--- src/rtl/time_cnt_prog.sv ---
// time_cnt_prog: programmable time counter with prescaler, three count modes
// (wrap-up, one-shot-up, down-wrap), start/pause/clear control and a
// registered one-clock terminal-count tick.
module time_cnt_prog #(
    parameter int unsigned WIDTH    = 8,
    parameter int unsigned PRESCALE = 1
) (
    input  logic             clock,
    input  logic             reset,
    input  logic             start,
    input  logic             pause,
    input  logic             clear,
    input  logic [1:0]       mode,
    input  logic [WIDTH-1:0] max_value,
    output logic [WIDTH-1:0] time_counter,
    output logic             tick,
    output logic             busy,
    output logic             done
);

    localparam int unsigned     PW         = (PRESCALE > 1) ? $clog2(PRESCALE) : 1;
    localparam logic [PW-1:0]   PRESC_LAST = PW'(PRESCALE - 1);
    localparam logic [PW-1:0]   PRESC_ONE  = PW'(1);
    localparam logic [WIDTH-1:0] CNT_ONE   = WIDTH'(1);

    typedef enum logic [1:0] {
        S_IDLE  = 2'd0,
        S_RUN   = 2'd1,
        S_PAUSE = 2'd2,
        S_DONE  = 2'd3
    } state_t;

    // Encoding 3 is accepted on the port and behaves exactly like WRAP.
    typedef enum logic [1:0] {
        M_WRAP     = 2'd0,
        M_ONESHOT  = 2'd1,
        M_DOWN     = 2'd2,
        M_WRAP_ALT = 2'd3
    } mode_t;

    state_t           state_q, state_d;
    mode_t            mode_q,  mode_d;
    logic [WIDTH-1:0] max_q,   max_d;
    logic [WIDTH-1:0] cnt_q,   cnt_d;
    logic [PW-1:0]    presc_q, presc_d;
    logic             tick_q,  tick_d;

    mode_t            mode_in;
    logic             idle_or_done;
    logic             step;
    logic [WIDTH-1:0] cnt_inc;
    logic [WIDTH-1:0] cnt_dec;

    // Decode helpers shared by the next-state logic.
    always_comb begin
        mode_in      = mode_t'(mode);
        idle_or_done = (state_q == S_IDLE) || (state_q == S_DONE);
        step         = (state_q == S_RUN) && (presc_q == PRESC_LAST);
        cnt_inc      = cnt_q + CNT_ONE;
        cnt_dec      = cnt_q - CNT_ONE;
    end

    // State, counter, prescaler and latched-configuration registers.
    always_ff @(posedge clock or posedge reset) begin
        if (reset) begin
            state_q <= S_IDLE;
            mode_q  <= M_WRAP;
            max_q   <= '0;
            cnt_q   <= '0;
            presc_q <= '0;
            tick_q  <= 1'b0;
        end else begin
            state_q <= state_d;
            mode_q  <= mode_d;
            max_q   <= max_d;
            cnt_q   <= cnt_d;
            presc_q <= presc_d;
            tick_q  <= tick_d;
        end
    end

    // Next-state logic: clear beats pause, pause (only meaningful in RUN) beats start.
    always_comb begin
        state_d = state_q;
        mode_d  = mode_q;
        max_d   = max_q;
        cnt_d   = cnt_q;
        presc_d = presc_q;
        tick_d  = 1'b0;

        if (clear) begin
            state_d = S_IDLE;
            cnt_d   = '0;
            presc_d = '0;
        end else if (pause && (state_q == S_RUN)) begin
            state_d = S_PAUSE;
        end else if (start && idle_or_done) begin
            mode_d  = mode_in;
            max_d   = max_value;
            presc_d = '0;
            if ((mode_in == M_ONESHOT) && (max_value == '0)) begin
                // Zero-length one-shot: terminal immediately, no RUN phase.
                state_d = S_DONE;
                cnt_d   = '0;
                tick_d  = 1'b1;
            end else begin
                state_d = S_RUN;
                cnt_d   = (mode_in == M_DOWN) ? max_value : '0;
            end
        end else if (start && (state_q == S_PAUSE)) begin
            state_d = S_RUN;
        end else if (state_q == S_RUN) begin
            if (step) begin
                presc_d = '0;
                unique case (mode_q)
                    M_ONESHOT: begin
                        cnt_d = cnt_inc;
                        if (cnt_inc == max_q) begin
                            state_d = S_DONE;
                            tick_d  = 1'b1;
                        end
                    end
                    M_DOWN: begin
                        if (cnt_q == '0) begin
                            cnt_d  = max_q;
                            tick_d = 1'b1;
                        end else begin
                            cnt_d = cnt_dec;
                        end
                    end
                    default: begin
                        if (cnt_q == max_q) begin
                            cnt_d  = '0;
                            tick_d = 1'b1;
                        end else begin
                            cnt_d = cnt_inc;
                        end
                    end
                endcase
            end else begin
                presc_d = presc_q + PRESC_ONE;
            end
        end
    end

    // Outputs come straight from registers; no input-to-output path.
    always_comb begin
        time_counter = cnt_q;
        tick         = tick_q;
        busy         = (state_q == S_RUN);
        done         = (state_q == S_DONE);
    end

endmodule

--- config.mk ---
export PLATFORM = sky130hd
export DESIGN_NAME = time_cnt_prog
export DESIGN_NICKNAME = d
export VERILOG_FILES = /design/src/rtl/time_cnt_prog.sv
export SDC_FILE = /design/constraint.sdc
export NUM_CORES = 1
export LEC_CHECK = 0
export ABC_AREA = 1
export CELL_PAD_IN_SITES_DETAIL_PLACEMENT = 1
export CELL_PAD_IN_SITES_GLOBAL_PLACEMENT = 1
export CORE_ASPECT_RATIO = 1.5
export CORE_MARGIN = 1
export CORE_UTILIZATION = 39
export CTS_CLUSTER_DIAMETER = 120
export DETAILED_ROUTE_END_ITERATION = 6
export GPL_TIMING_DRIVEN = 0
export PLACE_DENSITY = 0.77
export SETUP_SLACK_MARGIN = 0.05
export SYNTH_ARGS = -nofsm -noshare
export SYNTH_HDL_FRONTEND = slang
export SYNTH_SLANG_ARGS = --single-unit
export TNS_END_PERCENT = 5
--- constraint.sdc ---
create_clock -name clock -period 2.5 [get_ports clock]
set_input_delay 0.375 -clock clock [delete_from_list [all_inputs] [get_ports clock]]
set_output_delay 0.375 -clock clock [all_outputs]
set_load 0.02 [all_outputs]
# Word level (Yosys, flattened, before mapping)
# Cells that the tools add are included.
# Widths: inputs -> output; s select.
[totals] ff_bits=22 latch_bits=0 ramBits=0 mem_bits_ro=0 in_bits=15 out_inout_bits=11 word_cells=79 mem_count=0
[op_classes] addsub=3 n_mul=0 div=0 n_lt_le_gt_ge=0 eq_ne=11 shift=0 mux=37 n_bitwise=3 n_reduce_logical=19
[op_table] operator="$mux 8" n=10
[op_table] operator="$reduce_bool 5->1" n=4
[op_table] operator="$mux 2" n=9
[op_table] operator="$eq 8x8->1" n=2
[op_table] operator="$logic_not 8->1" n=2
[op_table] operator="$mux 1" n=16
[op_table] operator="$pmux 8 s2" n=1
[op_table] operator="$add 8x1->8 const B" n=1
[op_table] operator="$eq 2x2->1 const B" n=4
[op_table] operator="$reduce_and 4->1" n=2
[op_table] operator="$sub 8x1->8 const B" n=1
[op_table] operator="$eq 2x1->1 const B" n=3
[op_table] operator="$reduce_and 3->1" n=2
[op_table] operator="$reduce_bool 3->1" n=2
[op_table] operator="$logic_and 1x1->1" n=5
[op_table] operator="$ne 3x3->1 const B" n=1
[op_table] operator="$not 1->1" n=3
[op_table] operator="$logic_not 2->1" n=1
[op_table] operator="$ne 2x2->1 const B" n=1
[op_table] operator="$pmux 1 s2" n=1
[op_table] operator="$add 1x1->1 const B" n=1
[op_table] operator="$logic_or 1x1->1" n=1

# Longest topological paths before layout
[logic_depth] depth_word=10 mapped_depth=15 mapped_depth_nobuf=14

# Worst setup path after synthesis
# OpenSTA, ideal clock, no wires.
[synth_path] path_type="flip-flop to flip-flop" startpoint="register state_q[0]" endpoint="register cnt_q[2] (netlist: time_counter[2])" setup_time_ps=125 t_arrival_ps=1709 t_required_ps=2375 setup_slack_ps=665 stages_incl_launch_ff=12 n_path_buf=1 period_less_slack_ps=1835 cell_sequence="dfrtp_1 inv_1 ha_1 nand2_2 inv_1 nor2_2 inv_2 o21ai_2 buf_2 nor2_1 o21ai_0 o21ai_1"
[synth_between] elab_chain_cells=6 elab_cells_between_ends=17 cone_classes="5 x eq/ne; 3 x mux; 9 x reduce/logical"
[synth_rtl] element="start: declaration" line_no="41" text="state_t state_q, state_d;"
[synth_rtl] element="start signal: assignment" line_no="73" text="state_q <= state_d;"
[synth_rtl] element="$eq 2x2->1 / $logic_not 2->1 (equally long branches)" line_no="57" text="idle_or_done = (state_q == S_IDLE) || (state_q == S_DONE);"
[synth_rtl] element="$logic_or 1x1->1" line_no="57"
[synth_rtl] element="$logic_and 1x1->1" line_no="97" text="end else if (start && idle_or_done) begin"
[synth_rtl] element="$mux 8" line_no="97"
[synth_rtl] element="$mux 8" line_no="95" text="end else if (pause && (state_q == S_RUN)) begin"
[synth_rtl] element="$mux 8" line_no="91" text="if (clear) begin"
[synth_rtl] element="end signal: assignment" line_no="76" text="cnt_q <= cnt_d;"
[synth_rtl] element="end: declaration" line_no="44" text="logic [WIDTH-1:0] cnt_q, cnt_d;"
# Parallel ways exist; a longest one is shown, timed or not. The select of a mux whose other input is x is not followed.
# A chain may end at the register's enable or synchronous reset.

# Worst setup path in the final report
[layout_path] startpoint="register state_q[0]" endpoint="register max_q[1]"
[layout_between] elab_chain_cells=4 elab_cells_between_ends=8 cone_classes="2 x eq/ne; 1 x bitwise; 5 x reduce/logical"
[layout_rtl] element="$eq 2x2->1, or another cell as far along" line_no="57"
[layout_rtl] element="$logic_or 1x1->1 / $logic_and 1x1->1 (equally long branches)" line_no="57, 95"
[layout_rtl] element="$logic_and 1x1->1 / $not 1->1 (equally long branches)"
[layout_rtl] element="$reduce_and 3->1 (no source line) (*)"
[layout_rtl] element="end signal: assignment" line_no="75" text="max_q <= max_d;"
[layout_rtl] element="end: declaration" line_no="43" text="logic [WIDTH-1:0] max_q, max_d;"
# Mark *: on every way between the ends. The rest lies on a longest branch, timed or not.

==> results.md <==
- Status: complete, no violations
- Fin nets: 351
- Die Area: approximately 5300 sq um
- CTS Buf Count: 3
- Die Wd: 59.50 microns
- DRC: 0
- HPWL after detailed placement: 4770 microns
- Fmax: 448.5 MHz
- Post-Syn Area: ~1900 sq um
- Hold_buf cts: 0
- Synth-to-Final Area Change: 20.44%
- Iteration-0 DRC Markers: 50
- Static Leak: approximately 1.1 nW
- Cells on worst reg2reg path: 7
- Hold path startpoint: presc_q$_DFFE_PP0P_
- PD cells: 1306 nW/um^2
- Largest net degree at the start of global routing: 23
- CTS max path bufs: 2
- GR Overflow Total: 0
- Top cell type by total area after synthesis: dfrtp_1
- Clock transition at the registers of the reported paths: 0.08 ns
- Yosys top cell area share: approximately 28%
- Share of layout cells above drive strength 1: 11.59%
- Drt pass-1 iters: 5
- Commonest non-fill, non-tap cell in the layout: nand2_1
- M1 GR Usage: a little over a quarter
- Netlist cell types: 32
- Postcts setup bufs: 0
- Placed instance area: 2267 sq um
- Unrepaired setup endpoints after global routing: no
- CP endpoint kind: flop
- Port Buffers: 25
- CTS Sinks: 22
- Initial antenna violation count: 0
- First-pass GRT wire length: 9798 microns
- Rel. slew slack: 42.82%
- Arrival time at the worst endpoint: 2.36 ns
- DR vias: a little over 2,000
- Total global routing track utilization: 25.08%
- Syn Area/Cell: 6.469 sq um
- Largest cells by area after synthesis: dfrtp_1, nand2_1, inv_1
- Worst vdd ir: around 0.00049 V
- Post-route cell area: around 2300 sq um
- Max cap viols: 0
- Antenna Violating Nets Remaining: 0
- Slew Limit Fails: 0
- R2r endpoint: max_q[1]$_DFFE_PP0P_
- Final Power: between 3 and 4 mW
- Actual slew at the worst max-slew pin: 0.8567 ns
- Worst clock skew: 0.005165 ns
- EDFF count, synth: 0
- Hold Crit Depth: 1
- GR Util met2: between 40 and 50%
- Post-synth ARST share: 100.0%
- Gates resized, CTS repair: 0
- Cell breakdown of the critical path: inv_1 -> ha_1 -> nand2_2 -> inv_1 -> nand3_1 -> clkbuf_1 -> o21ai_0
- N_diodes: 0
- Delay-heaviest family, CP: buffers and inverters
- Worst EP required: around 2.6 ns
- Gr busiest metal: met2
- Sequential share of the synthesized area: 28.46%
- Total Neg Setup Slack: 0 ns
- Initial core utilization: 40.22%
- Vias in the first global route: 2,116
- Reg2Reg Setup Slack: 0.27 ns
- Critical Path Slowest Stage Cell: clkbuf_1
- Buf/Inv on CP: 3
- Post-DR wirelength/cell: 14.59 microns
- Most Frequent Cell on Critical Path: inv_1
- Clk root buf: clkbuf_8
- Top-Level Pins: 26
- Final core utilization: 48.44%
- Tcrit/Tclk final: between 80% and 90%
- Synth warnings: 0
- Hold endpoint: presc_q$_DFFE_PP0P_
- WS Path Type: flop to flop
- Post-synth top flop: dfrtp_1
- Vias per cell: 5.124
- Critical-path maximum fanout: 10
- Met3 usage: 1.462%
- FF-to-FF Start: state_q[0]$_DFFE_PP0P_
- Max incr delay on CP: 0.43 ns
- Placer Congestion: 0.8608
- H-tree depth: 1
- Post-route minimum period: 2.230 ns
- Clock latency on the worst-skew pair: 0.27 ns
- Min-delay worst type: flop to flop
- DRT Wirelength: 5750 microns
- Most frequent cells in the layout: nand2_1, inv_1, nor2_1
- CTS tree: built
- Setup-failing EPs final: 0
- Core area: between 4000 and 5000 sq um
- Syn Inst Count: ~300
- Synthesized flop and latch total: 22
- Syn_nets: approximately 320
- Type of element launching the critical path: flop
- Die H: 88.26 microns
- Endpoints failing hold: 0
- Rows: 31
==> kinds of logic (layout without fill, tap and decap cells) <==
| kind of cell | count (synthesis) | after routing | share of synthesized area (%) |
|---|---|---|---|
| simple gates | 159 | 159 | 37.39 |
| xor+xnor | 8 | 8 | 3.622 |
| flops | 22 | 22 | 28.46 |
| mux | 2 | 2 | 1.164 |
| compound gates | 51 | 51 | 14.10 |
| buf+inv | 50 | 79 | 10.74 |
| fa+ha+maj | 7 | 7 | 4.528 |
==> worst max path at each step <==
stage	startpoint	end	cells past startpoint
finish	state_q[0]$_DFFE_PP0P_	max_q[1]$_DFFE_PP0P_	7
CTS	state_q[0]$_DFFE_PP0P_	time_counter[2]$_DFFE_PP0P_	11
global route	state_q[0]$_DFFE_PP0P_	time_counter[2]$_DFFE_PP0P_	11
detailed placement	start	time_counter[2]$_DFFE_PP0P_	10
floorplan	state_q[0]$_DFFE_PP0P_	time_counter[2]$_DFFE_PP0P_	11
global placement	start	time_counter[2]$_DFFE_PP0P_	10
==> synth_stat cells, types with 2 or more instances <==
cell type,instances
nand4_1,2
nand3_2,2
xor2_1,5
o21ai_2,2
nand2_2,7
xnor2_1,3
nor2_2,7
nor4_1,2
nand3_1,20
mux2_2,2
dfrtp_1,22
a21oi_1,18
nand2_1,82
o21ai_0,22
buf_6,2
buf_2,3
ha_1,7
inv_2,4
nor2_1,32
o21ai_1,5
inv_1,39
==> metal layers <==
metal / up-vias / wire, microns
met2: 32 / 3208
li1: 1003 / -
met1: 971 / 2304
met4: 0 / 167
met3: 13 / 70
met5: - / 0
==> layout make-up <==
type	count	area [sq um]
Multi-Input combinational cell	227	1181
Fill cell	697	2480
Buffer	6	43.79
Sequential cell	22	550.5
Tap cell	66	82.58
Clock buffer	4	55.05
Timing Repair Buffer	25	250.2
Inverter	44	166.4
==> worst register-to-register path: cells and delay by family, from the launching register on <==
| family | cells | cell delay [ns] |
|---|---|---|
| flops | 1 | 0.41 |
| fa+ha+maj | 1 | 0.32 |
| simple gates | 2 | 0.54 |
| buf+inv | 3 | 0.65 |
| compound gates | 1 | 0.16 |
==> registers in the layout, indices dropped and copies added, names as in the netlist <==
register and flops:
time_counter 8, max_q 8, presc_q 1, state_q 2, tick 1, mode_q 2
==> power breakdown <==
part / internal (mW) / switching, mW
registers: 0.505 / 0.171
logic: 0.784 / 1.32
clock network: 0.141 / 0.122
total: 1.43 / 1.61
==> through the flow <==
| stage | instances | hold WS (ns) | worst slack, ns |
|---|---|---|---|
| after global placement | 390 | 0.5179 | 0.2103 |
| after floorplan | 299 | 0.3642 | 0.6652 |
| after detailed placement | 390 | 0.5215 | 0.1803 |
| after global routing | 394 | 0.5672 | 0.06137 |
| final | 394 | 0.5399 | 0.2701 |
| after CTS | 394 | 0.5423 | 0.1669 |
Note: power is estimated with default switching activity, not from simulation.
